`config.mk`:
```
export PLATFORM = sky130hd
export DESIGN_NAME = edge_det_multi
export DESIGN_NICKNAME = d
export VERILOG_FILES = /design/src/rtl/edge_det_multi.sv
export SDC_FILE = /design/constraint.sdc
export NUM_CORES = 1
export LEC_CHECK = 0
export CAP_MARGIN = 15
export CORE_UTILIZATION = 43
export DETAILED_ROUTE_END_ITERATION = 6
export PLACE_DENSITY = 0.74
export SYNTH_ARGS = -nofsm -noshare
export SYNTH_HDL_FRONTEND = slang
export SYNTH_SLANG_ARGS = --single-unit
```
`constraint.sdc`:
```
create_clock -name clk -period 1.4 [get_ports clk]
set_clock_uncertainty 0.2 [all_clocks]
set_input_delay 0.35 -clock clk [delete_from_list [all_inputs] [get_ports clk]]
set_output_delay 0.35 -clock clk [all_outputs]
set_load 0.005 [all_outputs]
```
`src/rtl/edge_det_multi.sv`:
```
// Per-channel async-input synchroniser, persistence debounce and edge pulse with sticky flag.
// Latency SYNC_STAGES+FILT_LEN edges from a clean step to level/out; no backpressure, every qualifying edge pulses.
module edge_det_multi #(
  parameter int          N           = 4,
  parameter logic [N-1:0] INIT       = '0,
  parameter int          MODE        = 0,
  parameter int          SYNC_STAGES = 2,
  parameter int          FILT_LEN    = 1,
  localparam int         CW          = $clog2(FILT_LEN + 1)
) (
  input  logic         clk,
  input  logic         rst,
  input  logic [N-1:0] in,
  input  logic [N-1:0] clr,
  output logic [N-1:0] level,
  output logic [N-1:0] out,
  output logic [N-1:0] sticky
);

  localparam bit RISE = (MODE == 0) || (MODE == 2);
  localparam bit FALL = (MODE == 1) || (MODE == 2);

  if (!(MODE inside {0, 1, 2})) begin : g_bad_mode
    $error("edge_det_multi: MODE must be 0, 1 or 2");
  end
  if (SYNC_STAGES < 0 || SYNC_STAGES > 3) begin : g_bad_sync
    $error("edge_det_multi: SYNC_STAGES must be 0..3");
  end
  if (FILT_LEN < 1 || N < 1) begin : g_bad_len
    $error("edge_det_multi: FILT_LEN and N must be >= 1");
  end

  logic [N-1:0]  s;
  logic [N-1:0]  chg;
  logic [N-1:0]  hit;
  logic [CW-1:0] cnt [N];

  if (SYNC_STAGES == 0) begin : g_nosync
    assign s = in;
  end else begin : g_sync
    logic [N-1:0] sq [SYNC_STAGES];

    always_ff @(posedge clk or negedge rst) begin
      if (!rst) begin
        for (int k = 0; k < SYNC_STAGES; k++) sq[k] <= INIT;
      end else begin
        sq[0] <= in;
        for (int k = 1; k < SYNC_STAGES; k++) sq[k] <= sq[k-1];
      end
    end

    assign s = sq[SYNC_STAGES-1];
  end

  // The level flips only once the mismatch has persisted for FILT_LEN consecutive edges.
  always_comb begin
    chg = '0;
    hit = '0;
    for (int i = 0; i < N; i++) begin
      chg[i] = (s[i] != level[i]) && (cnt[i] == CW'(FILT_LEN - 1));
      hit[i] = chg[i] && ((RISE && s[i]) || (FALL && !s[i]));
    end
  end

  always_ff @(posedge clk or negedge rst) begin
    if (!rst) begin
      level  <= INIT;
      out    <= '0;
      sticky <= '0;
      for (int i = 0; i < N; i++) cnt[i] <= '0;
    end else begin
      level  <= level ^ chg;
      out    <= hit;
      // A new event takes priority over a clear in the same cycle.
      sticky <= hit | (sticky & ~clr);
      for (int i = 0; i < N; i++) begin
        if ((s[i] == level[i]) || chg[i]) cnt[i] <= '0;
        else                              cnt[i] <= cnt[i] + CW'(1);
      end
    end
  end

endmodule

```
# After elaboration in Yosys (flattened, before gate mapping)
# Index checks and enable logic that the tools add are counted.
# totals
reg_bits	24
inputBits	10
out_inout_bits	12
# classes
n_addsub	4
n_eq_ne	8
mux	4
bitwise_logic	8
n_reduce_logical	12
# op_table
cell	count
1-bit logical AND	8
1-bit adder, second input constant	4
4-bit AND	1
1-bit == test	4
1-bit logical OR	4
1-bit two-way mux	4
1-bit != test	4
1-bit NOT	4
4-bit NOT	1
4-bit OR	1
4-bit XOR	1

# Depth between registers and ports, before layout
# Gate-level depths: netlist (run 1).
# logic_depth
word_depth	4
ltp_mapped	2
ltp_nobuf	2

# Worst setup path after synthesis (run 1)
# Ideal clock, no wire load.
# synth_path
kind	reg2reg
start	reg cnt[1] in the netlist's numbering
end	reg (tool-made name)
arrival_ns	0.662
t_required_ns	1.075
setup_slack_ns	0.413
path_stages_with_launch	2
path_cell_list	dfrtp_1 -> mux2_2
# synth_rtl
item	line	text
start: declaration	36	logic [CW-1:0] cnt [N];
start signal: indexed assignment	78	else cnt[i] <= cnt[i] + CW'(1);

# Worst setup path after layout (run 1)
# layout_path
start	reg sticky[2]
end	out sticky[2]
# layout_rtl
item	line	text
start: declaration	17	output logic [N-1:0] sticky
start signal: assignment	75	sticky <= hit | (sticky & ~clr);
# No word-level cell between the ends.

==> results of run 1 <==
[cells in the final DEF (no fill, tap or decap)]
cell type        count
a21o_1               1
buf_2               12
buf_4                6
conb_1               4
inv_1                4
clkbuf_4             3
buf_12               1
o22ai_1              3
nor2_1               3
clkbuf_8             1
nor3b_2              1
clkdlybuf4s50_1      9
nand2b_1             3
nand2_1              6
dfrtp_1             24
mux2_2               1
[synthesized netlist by cell type]
library cell	instances	share of area
dfrtp_1	24	0.83
nand2_1	6	0.031
inv_1	4	0.021
conb_1	1	0.0052
a21o_1	1	0.010
mux2_2	1	0.016
nor2_1	3	0.016
nor3b_2	1	0.017
o22ai_1	3	0.026
nand2b_1	3	0.026
[metal layers]
metal,up-vias,wire (µm)
li1,211,-
met1,192,448
met2,13,510
met3,2,64
met4,0,5
met5,-,0
[worst min-delay path by stage]
stage,from,end,cells past startpoint
floorplan,rst,async pin,0
global placement,g_sync.sq[6]$_DFF_PN0_,s[2]$_DFF_PN0_,0
detailed placement,g_sync.sq[6]$_DFF_PN0_,s[2]$_DFF_PN0_,0
CTS,rst,g_sync.sq[7]$_DFF_PN0_,2
global route,rst,async pin,2
finish,g_sync.sq[6]$_DFF_PN0_,s[2]$_DFF_PN0_,0
[what timing repair did]
item / in CTS / in global routing
gates resized for setup: 48 / 0
buffers inserted: 1 / 1
endpoints found under the setup margin: 12 / 8
gates cloned: 0 / 0
[report_power, final]
part / switching, W / internal [W]
clock network: 0.000178 / 0.000158
logic: 0.0000549 / 0.0000813
registers: 0.0000178 / 0.000738
[through the flow]
step,setup WS [ns],hold slack (ns),utilization
floorplan,0.413,-0.146,-
global placement,0.0283,0.133,0.657
detailed placement,-0.0149,0.142,0.657
CTS,-0.000774,0.170,0.647
global route,-0.0376,0.179,0.652
finish,0.0135,0.166,0.652
[area by class of cell]
type,instances,share of cell area
clock buffers,4,0.0361
inverters,4,0.0149
repair buffers,28,0.214
well taps,16,0.0199
multi-input cells,22,0.117
flip-flops and latches,24,0.598
[logic make-up (layout without fill, tap and decap cells)]
logic type             after synthesis  after routing  synth area share
buffers and inverters                4             36            0.0208
and+or+nand+nor                     13             13            0.0901
other                                1              4           0.00519
muxes                                1              1            0.0156
AOI/OAI and AO/OA                    4              4            0.0364
DFF                                 24             24             0.832
==> summary.txt, run 1 <==
Final layout
  • Layout Cells excl Fill: 98
  • Filler Cell Count: 117
  • FF/Latch Area: 601 µm²
  • Fin area: 1000 µm²
  • Antenna diodes: 0
  • Multi-input logic area: 118 µm²
  • Area Overhead vs Synth: 39.2%
  • Net count, final: 93
  • Share of cells above drive strength 1: 0.305

Drt
  • DR WL/cell: 10.5 µm
  • Via Count: 418
  • Routed Antenna Nets: 0
  • Routed wire length: 1030 µm
  • 1st-pass router iterations: 2
  • Initial DRC count: 3
  • Via density: 4.27
  • DR DRC count: 0

Worst setup path
  • Worst setup SP type: flop
  • WP data required: 0.85 ns
  • CP max-delay cell: dfrtp_1
  • Flop-to-flop setup slack: 0.29 ns
  • Slowest Stage Delay on Critical Path: 0.41 ns
  • Critical Setup Path Class: reg2out
  • Reg2Reg Depth: 3
  • Critical path cell sequence: buf_2
  • Setup crit end: sticky[2]
  • Worst Path Buf+Inv: 1
  • Critical Path AT: 0.84 ns
  • CP Capture Type: output port
  • Critical Path Stages: 1
  • Worst r2r dst: sticky[2]$_DFF_PN0_
  • Worst setup path start: sticky[2]$_DFF_PN0_
  • Peak fanout along the critical path: 2
  • Crit path max-delay family: flip-flops

Die
  • DIE WIDTH: 43.0 µm
  • Die area: 1850 µm²
  • Die H: 43.0 µm
  • Starting Density: 0.468
  • Num ports: 22
  • Core ar.: 1540 µm²
  • Cell row count: 14

Global routing
  • Met2 Use GR: 0.194
  • Vias in the first global route: 382
  • M3 GR Usage: 0.0426
  • Initial antenna violation count: 0
  • Grt total ovfl: 0
  • First-pass GRT wire length: 1650 µm
  • GRT Resource Usage Total: 0.130
  • M1 GR Usage: 0.168
  • Largest net degree at the start of global routing: 25
  • GR peak layer: met2

Clock network
  • Clock tree sinks: 24
  • Bufs on Longest Clock Path: 2
  • Root Buffer: clkbuf_4
  • TritonCTS clock tree: yes
  • H-tree depth: 1
  • Clk pin slew, worst setup/hold paths: 0.11 ns
  • CTS buffer count: 3
  • Hold_buf cts: 0
  • Worst skew pair latency: 0.29 ns

Timing
  • Setup TNS: 0 ns
  • RSZ-0062 raised after global routing: yes
  • Post-route clock period utilization: 0.990
  • Min Tclk post-route: 1.39 ns
  • Final max-slew violation count: 0
  • Peak Freq: 721 MHz
  • Final setup fails: 0
  • Fin. Hold Viols: 0

Place
  • Post-DP HPWL: 774 µm
  • DP Cell Count: 92
  • I/O Buffers: 21
  • Placed cell areas: 1010 µm²
  • Routability Congestion: 0.612

Synth
  • Yosys warnings: 0
  • Avg Synthesized Cell Area: 15.4 µm²
  • Post-synth cell types: 10
  • Post-Synthesis Cell Area: 722 µm²
  • Synth Register Bits: 24
  • Post-Synthesis Cells: 47
  • Register area share after synthesis: 0.832

Power
  • Power Density: 1220 nW/µm²
  • Leakage power: 0.526 nW
  • Max IR drop VDD: 691 µV
  • Final Power: 0.00123 W

Run status
  • Outcome: finished clean

Run
  • # Max-Cap Violations: 0

Min path
  • Min-delay worst type: reg2reg
Power figures use the tool's default switching activity.
==> inputs of run 2 (changes only) <==
--- a/config.mk
+++ b/config.mk
@@ -5,10 +5,12 @@
 export SDC_FILE = /design/constraint.sdc
 export NUM_CORES = 1
 export LEC_CHECK = 0
+export ABC_AREA = 1
 export CAP_MARGIN = 15
-export CORE_UTILIZATION = 43
+export CORE_UTILIZATION = 47
+export CTS_BUF_LIST = sky130_fd_sc_hd__clkbuf_4 sky130_fd_sc_hd__clkbuf_8
 export DETAILED_ROUTE_END_ITERATION = 6
-export PLACE_DENSITY = 0.74
+export PLACE_DENSITY = 0.79
 export SYNTH_ARGS = -nofsm -noshare
 export SYNTH_HDL_FRONTEND = slang
 export SYNTH_SLANG_ARGS = --single-unit
==> run 2 against run 1 <==
  * Critical path depth unchanged
  * Global-route usage up 1.4 points
  * Hold slack worse by 0.0023 ns
  * Combinational power about the same
  * Core utilization up 3.1 points
  * Cell count up 12%
  * Critical path type unchanged
  * Largest cell class unchanged
==> summary.txt, run 2 <==
Die
  • Core ar.: 1520 µm²
  • Die area: 1810 µm²
  • Starting Density: 0.507
  • Die H: 42.6 µm
  • Num ports: 22
  • Cell row count: 14
  • DIE WIDTH: 42.6 µm

Worst setup path
  • Worst Path Buf+Inv: 1
  • Reg-to-reg startpoint: sticky[0]$_DFF_PN0_
  • CP max-delay cell: dfrtp_1
  • Worst setup SP type: flop
  • Critical Setup Path Class: reg2out
  • Critical Path AT: 0.82 ns
  • Reg2Reg Depth: 4
  • Flop-to-flop setup slack: 0.34 ns
  • WP data required: 0.85 ns
  • Worst r2r dst: sticky[0]$_DFF_PN0_
  • CP Capture Type: output port
  • Peak fanout along the critical path: 2
  • Critical path cell sequence: buf_2
  • Crit path max-delay family: flip-flops
  • Slowest Stage Delay on Critical Path: 0.40 ns

Power
  • Reg power frac: 0.613
  • Final Power: 0.00124 W
  • Max IR drop VDD: 968 µV
  • Psw: 0.000265 W
  • Leakage power: 0.591 nW
  • Clk pwr share: 0.278
  • Comb pwr share: 0.109
  • Switching Fraction: 0.214
  • Power Density: 1190 nW/µm²
  • Pint: 0.000971 W

Place
  • Routability Congestion: 0.703
  • Pre-CTS setup slack: 0.0183 ns
  • Placed cell areas: 1040 µm²
  • I/O Buffers: 21
  • Post-DP HPWL: 755 µm

Run
  • # Max-Cap Violations: 0

Synth
  • Post-synth EDFFs: 0
  • Top cells by count, synth: 24 x dfrtp_1, 12 x nand2_1, 11 x inv_1, 5 x inv_2, 4 x nand3_2
  • Post-Synthesis Cells: 61
  • Top cell type's share of synthesized area: 0.777
  • Post-Synthesis Cell Area: 773 µm²
  • Share of flip-flops with an asynchronous set or reset: 1.00
  • Area contributors post-synth: dfrtp_1 78%, nand2_1 5.8%, inv_1 5.3%
  • Synth Register Bits: 24
  • Register area share after synthesis: 0.777
  • Post-synth cell types: 8
  • Yosys warnings: 0
  • Cell with the most instances after synthesis: dfrtp_1
  • Top FF cell, synth: dfrtp_1
  • Cell taking the most area after synthesis: dfrtp_1
  • Avg Synthesized Cell Area: 12.7 µm²

Run status
  • Outcome: finished clean

Drt
  • DR WL/cell: 9.61 µm
  • Routed wire length: 1060 µm
  • Routed Antenna Nets: 0
  • 1st-pass router iterations: 3
  • Metal-1 WL: 514 µm
  • Met2 wire len: 481 µm
  • Via density: 4.15
  • Top layer in use: met4
  • Via Count: 456
  • DR DRC count: 0
  • Initial DRC count: 4
  • Routed wl met3: 53 µm

Final layout
  • Area Overhead vs Synth: 34.6%
  • Share of cells above drive strength 1: 0.330
  • Fin area: 1040 µm²
  • Final core occ: 0.683
  • Commonest non-fill, non-tap cell in the layout: dfrtp_1
  • Commonest non-fill, non-tap cells in the layout: 24 x dfrtp_1, 12 x nand2_1, 11 x inv_1, 11 x buf_2, 9 x clkdlybuf4s50_1
  • Filler Cell Count: 116
  • Antenna diodes: 0
  • Net count, final: 105

Clock network
  • Worst skew pair latency: 0.30 ns
  • TritonCTS clock tree: yes
  • Clock tree sinks: 24
  • CTS buffer count: 3
  • Bufs on Longest Clock Path: 2
  • Hold_buf cts: 0
  • Root Buffer: clkbuf_4
  • H-tree depth: 1
  • Clk pin slew, worst setup/hold paths: 0.12 ns

Timing
  • Min Tclk post-route: 1.37 ns
  • Post-route clock period utilization: 0.980
  • Peak Freq: 729 MHz
  • Worst setup margin: 0.0279 ns
  • Fin. Hold Viols: 0
  • Final setup fails: 0
  • Final max-slew violation count: 0
  • RSZ-0062 raised after global routing: yes

Min path
  • HP Start: g_sync.sq[6]$_DFF_PN0_
  • Hold EP: s[2]$_DFF_PN0_
  • Min-delay worst type: reg2reg
  • WHS Path Cells: 0

Global routing
  • GRT Resource Usage Total: 0.144
  • Vias in the first global route: 456
  • First-pass GRT wire length: 1900 µm
  • Initial antenna violation count: 0
  • Largest net degree at the start of global routing: 25
  • Grt total ovfl: 0
[run 2: changes by cell type after synthesis, sizes merged]
cell / change
mux2: -1
nor3b: -1
o21ai: +4
o22ai: -3
nand3: +4
nor2: -3
nand2b: -3
a21o: -1
inv: +12
nand2: +6
[run 2: layout make-up]
type | count | area, µm² | area share
sequential | 24 | 601 | 0.577
multi-input combinational | 24 | 124 | 0.119
timing repair buffer | 26 | 200 | 0.192
clock buffer | 4 | 36.3 | 0.0349
inverter | 16 | 60.1 | 0.0577
tap | 16 | 20.0 | 0.0192
[run 2: cell families after synthesis]
kind of cell	Yosys count	share of synthesized area
compound gates	4	0.0307
simple gates	16	0.110
flops	24	0.777
other cells	1	0.00485
buf+inv	16	0.0777
[run 2: how the worst max path moves through the flow]
stage | cells after the start | slack [ns] | to
after global placement | 1 | 0.03 | level[0]
final | 1 | 0.03 | level[1]
after global routing | 1 | -0.03 | level[1]
after detailed placement | 1 | 0.02 | level[1]
after floorplan | 0 | 0.48 | level[0]
after CTS | 1 | -0.06 | sticky[0]
[run 2: timing repair]
action / in CTS / in global routing
setup buffers: 1 / 2
endpoints found under the setup margin: 12 / 10
gates resized for setup: 44 / 1
[run 2: metrics by stage]
stage | setup TNS, ns | hold slack [ns] | instances
after floorplan | 0 | -0.146 | 64
after global placement | 0 | 0.133 | 103
after detailed placement | 0 | 0.139 | 103
after CTS | -0.0604 | 0.169 | 108
after global routing | -0.128 | 0.174 | 110
final | 0 | 0.164 | 110
[run 2: power groups by stage]
stage	Combinational (W)	Clock (W)	Sequential, W
after global routing	0.000152	0.000391	0.000762
after floorplan	0.0000385	0	0.000774
after global placement	0.000149	0	0.000769
after detailed placement	0.000152	0	0.000772
after CTS	0.000132	0.000357	0.000757
final	0.000135	0.000343	0.000757
[run 2: metal layers]
| metal | vias to the layer above | global-route usage |
|---|---|---|
| li1 | 236 | - |
| met1 | 201 | 0.185 |
| met2 | 17 | 0.225 |
| met3 | 2 | 0.0388 |
| met4 | 0 | 0.0750 |
| met5 | - | 0 |
